$ cat src/rtl/ram_bist_pkg.sv
// Shared state encoding and March C- element table for the RAM BIST controller.
package ram_bist_pkg;

    typedef enum logic [3:0] {
        ST_IDLE,
        ST_M0,
        ST_M1,
        ST_M2,
        ST_M3,
        ST_M4,
        ST_M5,
        ST_DRAIN,
        ST_DONE
    } state_t;

    // One March element: address direction, read-expect and write patterns, op mix
    typedef struct packed {
        logic down;
        logic rd_pat;
        logic wr_pat;
        logic has_rd;
        logic has_wr;
    } elem_t;

    localparam logic PAT_D0 = 1'b0;
    localparam logic PAT_D1 = 1'b1;

    localparam elem_t EL_M0   = '{down: 1'b0, rd_pat: PAT_D0, wr_pat: PAT_D0, has_rd: 1'b0, has_wr: 1'b1};
    localparam elem_t EL_M1   = '{down: 1'b0, rd_pat: PAT_D0, wr_pat: PAT_D1, has_rd: 1'b1, has_wr: 1'b1};
    localparam elem_t EL_M2   = '{down: 1'b0, rd_pat: PAT_D1, wr_pat: PAT_D0, has_rd: 1'b1, has_wr: 1'b1};
    localparam elem_t EL_M3   = '{down: 1'b1, rd_pat: PAT_D0, wr_pat: PAT_D1, has_rd: 1'b1, has_wr: 1'b1};
    localparam elem_t EL_M4   = '{down: 1'b1, rd_pat: PAT_D1, wr_pat: PAT_D0, has_rd: 1'b1, has_wr: 1'b1};
    localparam elem_t EL_M5   = '{down: 1'b1, rd_pat: PAT_D0, wr_pat: PAT_D0, has_rd: 1'b1, has_wr: 1'b0};
    localparam elem_t EL_NONE = '0;

    function automatic elem_t elem_of(input state_t s);
        case (s)
            ST_M0:   return EL_M0;
            ST_M1:   return EL_M1;
            ST_M2:   return EL_M2;
            ST_M3:   return EL_M3;
            ST_M4:   return EL_M4;
            ST_M5:   return EL_M5;
            default: return EL_NONE;
        endcase
    endfunction

    function automatic logic is_march(input state_t s);
        return s inside {ST_M0, ST_M1, ST_M2, ST_M3, ST_M4, ST_M5};
    endfunction

    function automatic state_t next_elem(input state_t s);
        case (s)
            ST_M0:   return ST_M1;
            ST_M1:   return ST_M2;
            ST_M2:   return ST_M3;
            ST_M3:   return ST_M4;
            default: return ST_M5;
        endcase
    endfunction

endpackage

$ cat src/rtl/ram_bist_cmp.sv
// Read-data compare for the BIST: aligns expected data/address with RAM read latency
// and captures the first failing address and data.
module ram_bist_cmp #(
    parameter int AW     = 4,
    parameter int DW     = 4,
    parameter int RD_LAT = 1
) (
    input  logic          clk,
    input  logic          rst,
    input  logic          clr,
    input  logic          rd_vld,
    input  logic [AW-1:0] rd_addr,
    input  logic [DW-1:0] rd_exp,
    input  logic [DW-1:0] ram_rdata,
    output logic          mismatch,
    output logic          fail_flag,
    output logic [AW-1:0] fail_addr,
    output logic [DW-1:0] fail_rdata
);

    logic          cmp_vld;
    logic [AW-1:0] cmp_addr;
    logic [DW-1:0] cmp_exp;

    generate
        if (RD_LAT == 1) begin : g_lat1
            logic          vld_p1;
            logic [AW-1:0] addr_p1;
            logic [DW-1:0] exp_p1;

            // p0 -> p1: read issued, data returns next cycle
            always_ff @(posedge clk) begin
                if (rst) begin
                    vld_p1 <= 1'b0;
                end else begin
                    vld_p1 <= rd_vld;
                end
                addr_p1 <= rd_addr;
                exp_p1  <= rd_exp;
            end

            assign cmp_vld  = vld_p1;
            assign cmp_addr = addr_p1;
            assign cmp_exp  = exp_p1;
        end else begin : g_lat0
            assign cmp_vld  = rd_vld;
            assign cmp_addr = rd_addr;
            assign cmp_exp  = rd_exp;
        end
    endgenerate

    assign mismatch = cmp_vld && (ram_rdata != cmp_exp);

    // Only the first mismatch of a run is kept
    always_ff @(posedge clk) begin
        if (rst || clr) begin
            fail_flag  <= 1'b0;
            fail_addr  <= '0;
            fail_rdata <= '0;
        end else if (mismatch && !fail_flag) begin
            fail_flag  <= 1'b1;
            fail_addr  <= cmp_addr;
            fail_rdata <= ram_rdata;
        end
    end

endmodule

$ cat src/rtl/ram_bist_ctrl.sv
// March C- BIST controller sitting between functional requesters and a single-port RAM.
// Optional build macro BIST_STOP_ON_FAIL_EN aborts the test at the first mismatch.
module ram_bist_ctrl
    import ram_bist_pkg::*;
#(
    parameter int AW     = 4,
    parameter int DW     = 4,
    parameter int RD_LAT = 1
) (
    input  logic          clk,
    input  logic          rst,
    input  logic          start,
    output logic          busy,
    output logic          done,
    output logic          pass,
    output logic [AW-1:0] fail_addr,
    output logic [DW-1:0] fail_rdata,
    input  logic          func_we,
    input  logic [AW-1:0] func_addr,
    input  logic [DW-1:0] func_wdata,
    output logic [DW-1:0] func_rdata,
    output logic          ram_we,
    output logic [AW-1:0] ram_addr,
    output logic [DW-1:0] ram_wdata,
    input  logic [DW-1:0] ram_rdata
);

`ifdef BIST_STOP_ON_FAIL_EN
    localparam logic STOP_ON_FAIL = 1'b1;
`else
    localparam logic STOP_ON_FAIL = 1'b0;
`endif

    localparam logic [AW-1:0] ADDR_ONE = AW'(1);

    function automatic logic [DW-1:0] fill(input logic b);
        return {DW{b}};
    endfunction

    state_t        state, nxt_state;
    logic [AW-1:0] addr, nxt_addr;
    logic          phase, nxt_phase;
    logic          pass_q;
    logic          start_acc;
    elem_t         el, nel;
    logic          march;
    logic          rd_op, wr_op, last_op, last_addr;
    logic          mismatch, fail_flag;

    // phase 0 is the read of a read-then-write element, phase 1 its write
    assign el        = elem_of(state);
    assign march     = is_march(state);
    assign rd_op     = march && el.has_rd && !phase;
    assign wr_op     = march && el.has_wr && (phase || !el.has_rd);
    assign last_op   = !(el.has_rd && el.has_wr) || phase;
    assign last_addr = el.down ? (addr == '0) : (addr == '1);

    always_ff @(posedge clk) begin
        if (rst) begin
            state  <= ST_IDLE;
            addr   <= '0;
            phase  <= 1'b0;
            pass_q <= 1'b0;
        end else begin
            state <= nxt_state;
            addr  <= nxt_addr;
            phase <= nxt_phase;
            if (start_acc) begin
                pass_q <= 1'b0;
            end else if (nxt_state == ST_DONE && state != ST_DONE) begin
                pass_q <= !(fail_flag || mismatch);
            end
        end
    end

    always_comb begin
        nxt_state = state;
        nxt_addr  = addr;
        nxt_phase = phase;
        start_acc = 1'b0;
        nel       = elem_of(next_elem(state));
        case (state)
            ST_IDLE, ST_DONE: begin
                if (start) begin
                    start_acc = 1'b1;
                    nxt_state = ST_M0;
                    nxt_addr  = EL_M0.down ? '1 : '0;
                    nxt_phase = 1'b0;
                end
            end
            ST_DRAIN: nxt_state = ST_DONE;
            default: begin
                if (march) begin
                    if (!last_op) begin
                        nxt_phase = 1'b1;
                    end else begin
                        nxt_phase = 1'b0;
                        if (!last_addr) begin
                            nxt_addr = el.down ? (addr - ADDR_ONE) : (addr + ADDR_ONE);
                        end else if (state == ST_M5) begin
                            nxt_state = (RD_LAT == 1) ? ST_DRAIN : ST_DONE;
                        end else begin
                            // element boundary: restart the counter for the next direction
                            nxt_state = next_elem(state);
                            nxt_addr  = nel.down ? '1 : '0;
                        end
                    end
                end
            end
        endcase
        if (STOP_ON_FAIL && mismatch && (march || state == ST_DRAIN)) begin
            nxt_state = ST_DONE;
        end
    end

    always_comb begin
        ram_we    = func_we;
        ram_addr  = func_addr;
        ram_wdata = func_wdata;
        if (state != ST_IDLE && state != ST_DONE) begin
            ram_we    = wr_op;
            ram_addr  = addr;
            ram_wdata = fill(el.wr_pat);
        end
    end

    assign func_rdata = ram_rdata;
    assign busy       = march || (state == ST_DRAIN);
    assign done       = (state == ST_DONE);
    assign pass       = pass_q;

    ram_bist_cmp #(
        .AW     (AW),
        .DW     (DW),
        .RD_LAT (RD_LAT)
    ) u_cmp (
        .clk        (clk),
        .rst        (rst),
        .clr        (start_acc),
        .rd_vld     (rd_op),
        .rd_addr    (addr),
        .rd_exp     (fill(el.rd_pat)),
        .ram_rdata  (ram_rdata),
        .mismatch   (mismatch),
        .fail_flag  (fail_flag),
        .fail_addr  (fail_addr),
        .fail_rdata (fail_rdata)
    );

endmodule
$ cat config.mk
export PLATFORM = sky130hd
export DESIGN_NAME = ram_bist_ctrl
export DESIGN_NICKNAME = d
export VERILOG_FILES = /design/src/rtl/ram_bist_pkg.sv /design/src/rtl/ram_bist_cmp.sv /design/src/rtl/ram_bist_ctrl.sv
export SDC_FILE = /design/constraint.sdc
export NUM_CORES = 1
export LEC_CHECK = 0
export CAP_MARGIN = 5
export CORE_ASPECT_RATIO = 0.9
export CORE_MARGIN = 2
export CORE_UTILIZATION = 30
export CTS_CLUSTER_SIZE = 12
export DETAILED_ROUTE_END_ITERATION = 8
export GPL_TIMING_DRIVEN = 1
export PLACE_DENSITY_LB_ADDON = 0.05
export SETUP_SLACK_MARGIN = 0.3
export SYNTH_ARGS = -nofsm -noshare
export SYNTH_HDL_FRONTEND = slang
export SYNTH_HIERARCHICAL = 1
export SYNTH_SLANG_ARGS = --single-unit
$ cat constraint.sdc
create_clock -name clk -period 3.79 [get_ports clk]
set_input_delay 0.379 -clock clk [delete_from_list [all_inputs] [get_ports clk]]
set_output_delay 0.379 -clock clk [all_outputs]
set_load 0.05 [all_outputs]
==> After elaboration in Yosys (flattened, before gate mapping) <==
Index checks and enable logic that the tools add are counted.
{ "op_classes": {"n_eq_ne": 20, "add_sub_neg": 2, "bitwise": 1, "n_mux": 27, "reduce_logical": 29} }
{ "op_table": {"columns": ["operator", "n"], "rows": [
  ["one-hot mux 5 bit (6 select lines)", 2],
  ["two-way mux 4 bit", 14],
  ["equality test 4 x 3 -> 1 bit, second input constant", 7],
  ["equality test 4 x 2 -> 1 bit, second input constant", 4],
  ["one-hot mux 4 bit (2 select lines)", 2],
  ["equality test 4 bit, second input constant", 3],
  ["one-hot mux 3 bit (4 select lines)", 1],
  ["logical AND 1 bit", 9],
  ["equality test 4 x 1 -> 1 bit, second input constant", 2],
  ["logical NOT 4 bit", 2],
  ["two-way mux 1 bit", 7],
  ["nonzero test 6 bit", 1],
  ["logical NOT 1 bit", 5],
  ["logical OR 1 bit", 5],
  ["AND reduction 5 bit", 1],
  ["adder 4 x 1 -> 4 bit, second input constant", 1],
  ["inequality test 4 bit", 1],
  ["inequality test 4 bit, second input constant", 1],
  ["nonzero test 2 bit", 2],
  ["nonzero test 4 bit", 1],
  ["OR reduction 2 bit", 2],
  ["subtractor 4 x 1 -> 4 bit, second input constant", 1],
  ["inequality test 3 x 2 -> 1 bit, second input constant", 1],
  ["AND reduction 3 bit", 1],
  ["3 further kinds", 3]
]} }
{ "word_totals": {"wordCells": 89, "reg_bits": 25, "in_bits": 16} }

==> Longest topological paths before layout <==
{ "logic_depth": {"depth_word": 10, "depth_mapped": 11} }

==> By module <==
Netlist, hierarchy kept.
{ "by_module_without_submodules": {"columns": ["mod", "instances", "cells_per_inst", "seq_area_each_um2", "area_per_inst_um2"], "rows": [
  ["ram_bist_ctrl", 1, 138, 200.2, 996.0],
  ["ram_bist_cmp", 1, 53, 360.3, 601.8]
]} }

==> Worst setup path after synthesis <==
OpenSTA, ideal clock, no wires.
{ "synth_timing": {"path_type": "register -> output", "from": "register state[2]", "to": "output ram_we", "path_stages_with_launch": 6, "n_path_buf": 1, "path_slack_ns": 1.458, "t_arrival_ns": 1.953, "t_required_ns": 3.411, "cell_sequence": "dfxtp_1 -> buf_2 -> xnor2_1 -> nor2b_1 -> a21oi_1 -> o21ai_0"} }
{ "synth_between": {"elab_chain_len": 6, "elab_cells_between_ends": 16, "classes_between": "eq/ne (7); mux (2); reduce/logical (7)"} }
{ "synth_rtl": {"columns": ["element", "line_no", "rtl"], "rows": [
  ["from (decl)", "ram_bist_ctrl.sv:40", "state_t state, nxt_state;"],
  ["from (signal assigned)", "ram_bist_ctrl.sv:65", "state <= nxt_state;"],
  ["equality test 4 x 3 -> 1 bit, or another cell as far along", "ram_bist_pkg.sv:37, ram_bist_pkg.sv:49", null],
  ["one-hot mux 5 bit (6 select lines)", "ram_bist_pkg.sv:37", "case (s)"],
  ["logical NOT 1 bit", "ram_bist_ctrl.sv:54", "assign wr_op = march && el.has_wr && (phase || !el.has_rd);"],
  ["logical OR 1 bit", "ram_bist_ctrl.sv:54", null],
  ["logical AND 1 bit", "ram_bist_ctrl.sv:54", null],
  ["two-way mux 1 bit (*)", "ram_bist_ctrl.sv:120", "if (state != ST_IDLE && state != ST_DONE) begin"],
  ["to (decl)", "ram_bist_ctrl.sv:22", "output logic ram_we,"]
]} }
Mark *: on every way between the ends. The rest lies on a longest branch, timed or not.

==> Worst setup path in the final report <==
Ends and elaborated chain as after synthesis.

==> metrics.md <==
| Metric | Value |
|---|---|
| Outcome | finished clean |
| Total grt overflow | 0 |
| Clock Tree Buf Depth | 2 |
| Synth top cells by count | dfxtp_1 (28), nand2_1 (28), nor2_1 (18) |
| Critical Path AT | 2.53 ns |
| Area share of and/or/nand/nor cells after synthesis | 0.2420 |
| Sequential share of the synthesized area | 0.3508 |
| Final #Nets | 237 |
| Top FF cell, synth | dfxtp_1 |
| Setup_tns | 0 ns |
| Compound-Gate Fraction of Synth Area | 0.2052 |
| DR vias | 1439 |
| Total track usage | 0.1402 |
| Area grow syn2layout | 28.58% |
| Adder-cell share of the synthesized area | 0.02193 |
| Area of the core | 5192 µm² |
| Placed cell areas | 1983 µm² |
| # port buffers | 39 |
| DR DRC count | 0 |
| Top-area cell type share of the netlist area | 0.3508 |
| Fin. max-slew vios | 0 |
| Min Tclk post-route | 2.912 ns |
| Hold Startpoint | u_cmp/cmp_addr[3]$_DFF_P_ |
| Root Buffer Master | clkbuf_8 |
| H-tree lvl count | 1 |
| Slew @ Worst Pin | 1.022 ns |
| Final GP Congestion | 0.8563 |
| Reg-to-Reg Start | state[2]$_SDFF_PP0_ |
| Worst Hold Class | reg -> reg |
| XOR/XNOR Fraction of Synth Area | 0.03289 |
| Clock Sink Count | 28 |
| Util after Layout | 0.3957 |
| Static leakage | 0.0007782 µW |
| Final hold violations | 0 |
| Met1 Usage GRT | 0.1864 |
| Die Ht | 73.24 µm |
| Wirelength, routed | 3890 µm |
| Largest family of logic cells by synthesized area | simple AND/OR/NAND/NOR gates |
| Final Cell Area | 2054 µm² |
| Global route hottest layer | met2 |
| Post-CTS resize count | 0 |
| RSZ-0062 raised after global routing | no |
| Synthesized instance count | 191 |
| Crit Path Max Fanout | 22 |
| Row cnt | 25 |
| DRT Pass-1 Iters | 4 |
| Cell taking the most area after synthesis | dfxtp_1 |
| Skew-Pair Late Insertion Delay | 0.28 ns |
| Tcrit/Tclk final | 0.7685 |
| Die ar. | 5927 µm² |
| EDFF count, synth | 0 |
| Vias per Instance | 5.049 |
| Vias in the first global route | 1415 |
| CTS tree | yes |
| Initial Util | 0.3077 |
| Setup crit end kind | primary output |
| CP required | 3.41 ns |
| Syn_area_per_cell | 8.365 µm² |
| Worst IR Drop VDD | 0.1675 mV |
| Fin Hold WS | 0.4285 ns |
| ANT cells | 0 |
| Unique masters post-synth | 50 |
| Chip Width | 80.93 µm |
| Reg clk slew, reported paths | 0.10 ns |
| 1st-iter DRT viols | 80 |
| DP Cell Count | 281 |
| Setup bufs post-CTS | 0 |
| Synth Register Bits | 28 |
| R2R setup slack | 1.21 ns |
| DR WL/cell | 13.65 µm |
| Io pins | 40 |
| Layout cells sized above 1 | 0.06881 |
| Synth warn | 6 |
| First-pass GRT wire length | 6561 µm |
| Max_slew headroom | 0.3163 |
| Setup Crit Path Kind | reg -> out |
| GR Layer Usage met3 | 0.03342 |
| Critical Path Start Type | register |
| Fillers | 559 |
| Mux cell area share after synthesis | 0.08457 |
| Post-DRT Antenna Nets | 0 |
| Grt met2 use | 0.2287 |
| Pin count of the biggest net entering global routing | 23 |
| Syn Nets | 209 |
| CTS Hold Bufs | 0 |
| Hpwl dp | 2848 µm |
| Total CTS buffers | 3 |
| Max_cap viols | 0 |
| Synthesized area | 1598 µm² |
| Pwr per Cell Area | 319.4 nW/µm² |
| Asr flop ratio synth | 0 |
| Synth area leaders | dfxtp_1 (35%), nand2_1 (6.6%), mux2i_1 (5.6%), a21oi_1 (4.7%), nor2_1 (4.2%) |
| Final setup violating endpoints | 0 |
| Post-Layout Cell Count | 285 |
| Final setup skew | 0.01062 ns |
| Initial antenna violation count | 0 |
| Worst Setup SP | state[2]$_SDFF_PP0_ |
| Fmax | 343.4 MHz |
-- report_power, final --
part / internal, µW / total (µW) / switching (µW)
clock: 141 / 237 / 95.6
sequential: 297 / 304 / 7.21
combinational: 46.3 / 115 / 68.7
-- flip-flops by register name, summed over array words and instances (netlist names) --
| signal | cells |
|---|---|
| addr | 4 |
| pass | 1 |
| phase | 1 |
| state | 4 |
| u_cmp/cmp_addr | 4 |
| u_cmp/cmp_exp | 4 |
| u_cmp/cmp_vld | 1 |
| u_cmp/fail_addr | 4 |
| u_cmp/fail_flag | 1 |
| u_cmp/fail_rdata | 4 |
-- layout by cell type, fill, tap and decap left out, types with 3 or more instances in the layout --
cell,instances
a21oi_1,15
and2_1,4
clkbuf_8,3
clkdlybuf4s50_1,39
dfxtp_1,28
inv_1,3
mux2_2,4
mux2i_1,9
nand2_1,28
nand2b_1,4
nand4_1,3
nor2_1,18
nor2b_1,5
o21ai_0,9
xor2_1,4
-- logic make-up (layout without fill, tap and decap cells) --
| kind of cell | Yosys count | count (layout) |
|---|---|---|
| and+or+nand+nor | 76 | 76 |
| buffers and inverters | 19 | 46 |
| adders and majority gates | 3 | 3 |
| xor gates and xnor gates | 6 | 6 |
| AOI/OAI and AO/OA | 46 | 46 |
| DFF | 28 | 28 |
| muxes | 13 | 13 |
-- critical path: stages, from the launching register on --
cell             delay (ns)
dfxtp_1                0.81
xnor2_1                0.24
nor2b_1                0.15
a21oi_1                0.05
o21ai_0                0.17
clkdlybuf4s50_1        0.82
-- final timing paths --
| check | depth (start not counted) | end |
|---|---|---|
| setup / recovery | 5 | ram_we |
| hold / removal | 2 | u_cmp/fail_addr[3]$_SDFFE_PP0P_ |
| setup reg to reg | 9 | addr[3]$_SDFFE_PP0P_ |
| hold reg to reg | 2 | u_cmp/fail_addr[3]$_SDFFE_PP0P_ |
-- per-stage QoR --
step / worst slack [ns] / total power, µW
2_1_floorplan: 1.458 / 385.2
3_3_place_gp: 1.255 / 425.3
3_5_place_dp: 1.182 / 426.4
4_1_cts: 0.8676 / 665.6
5_1_grt: 0.7373 / 688.2
6_report: 0.8776 / 656.2
-- area by class of cell --
class / count / area (µm²) / share of cell area
clock buffers: 3 / 41.29 / 0.02010
well taps: 67 / 83.83 / 0.04080
multi-input cells: 144 / 937.1 / 0.4562
flip-flops and latches: 28 / 560.5 / 0.2728
inverters: 3 / 11.26 / 0.005481
clock inverters: 1 / 30.03 / 0.01462
repair buffers: 39 / 390.4 / 0.1900
-- per-layer routing --
metal  wire length (µm)  vias up
met5                  0        -
met3                193        4
met2               1771       38
met4                 44        0
li1                   -      723
met1               1880      674
Note: power is estimated with default switching activity, not from simulation.
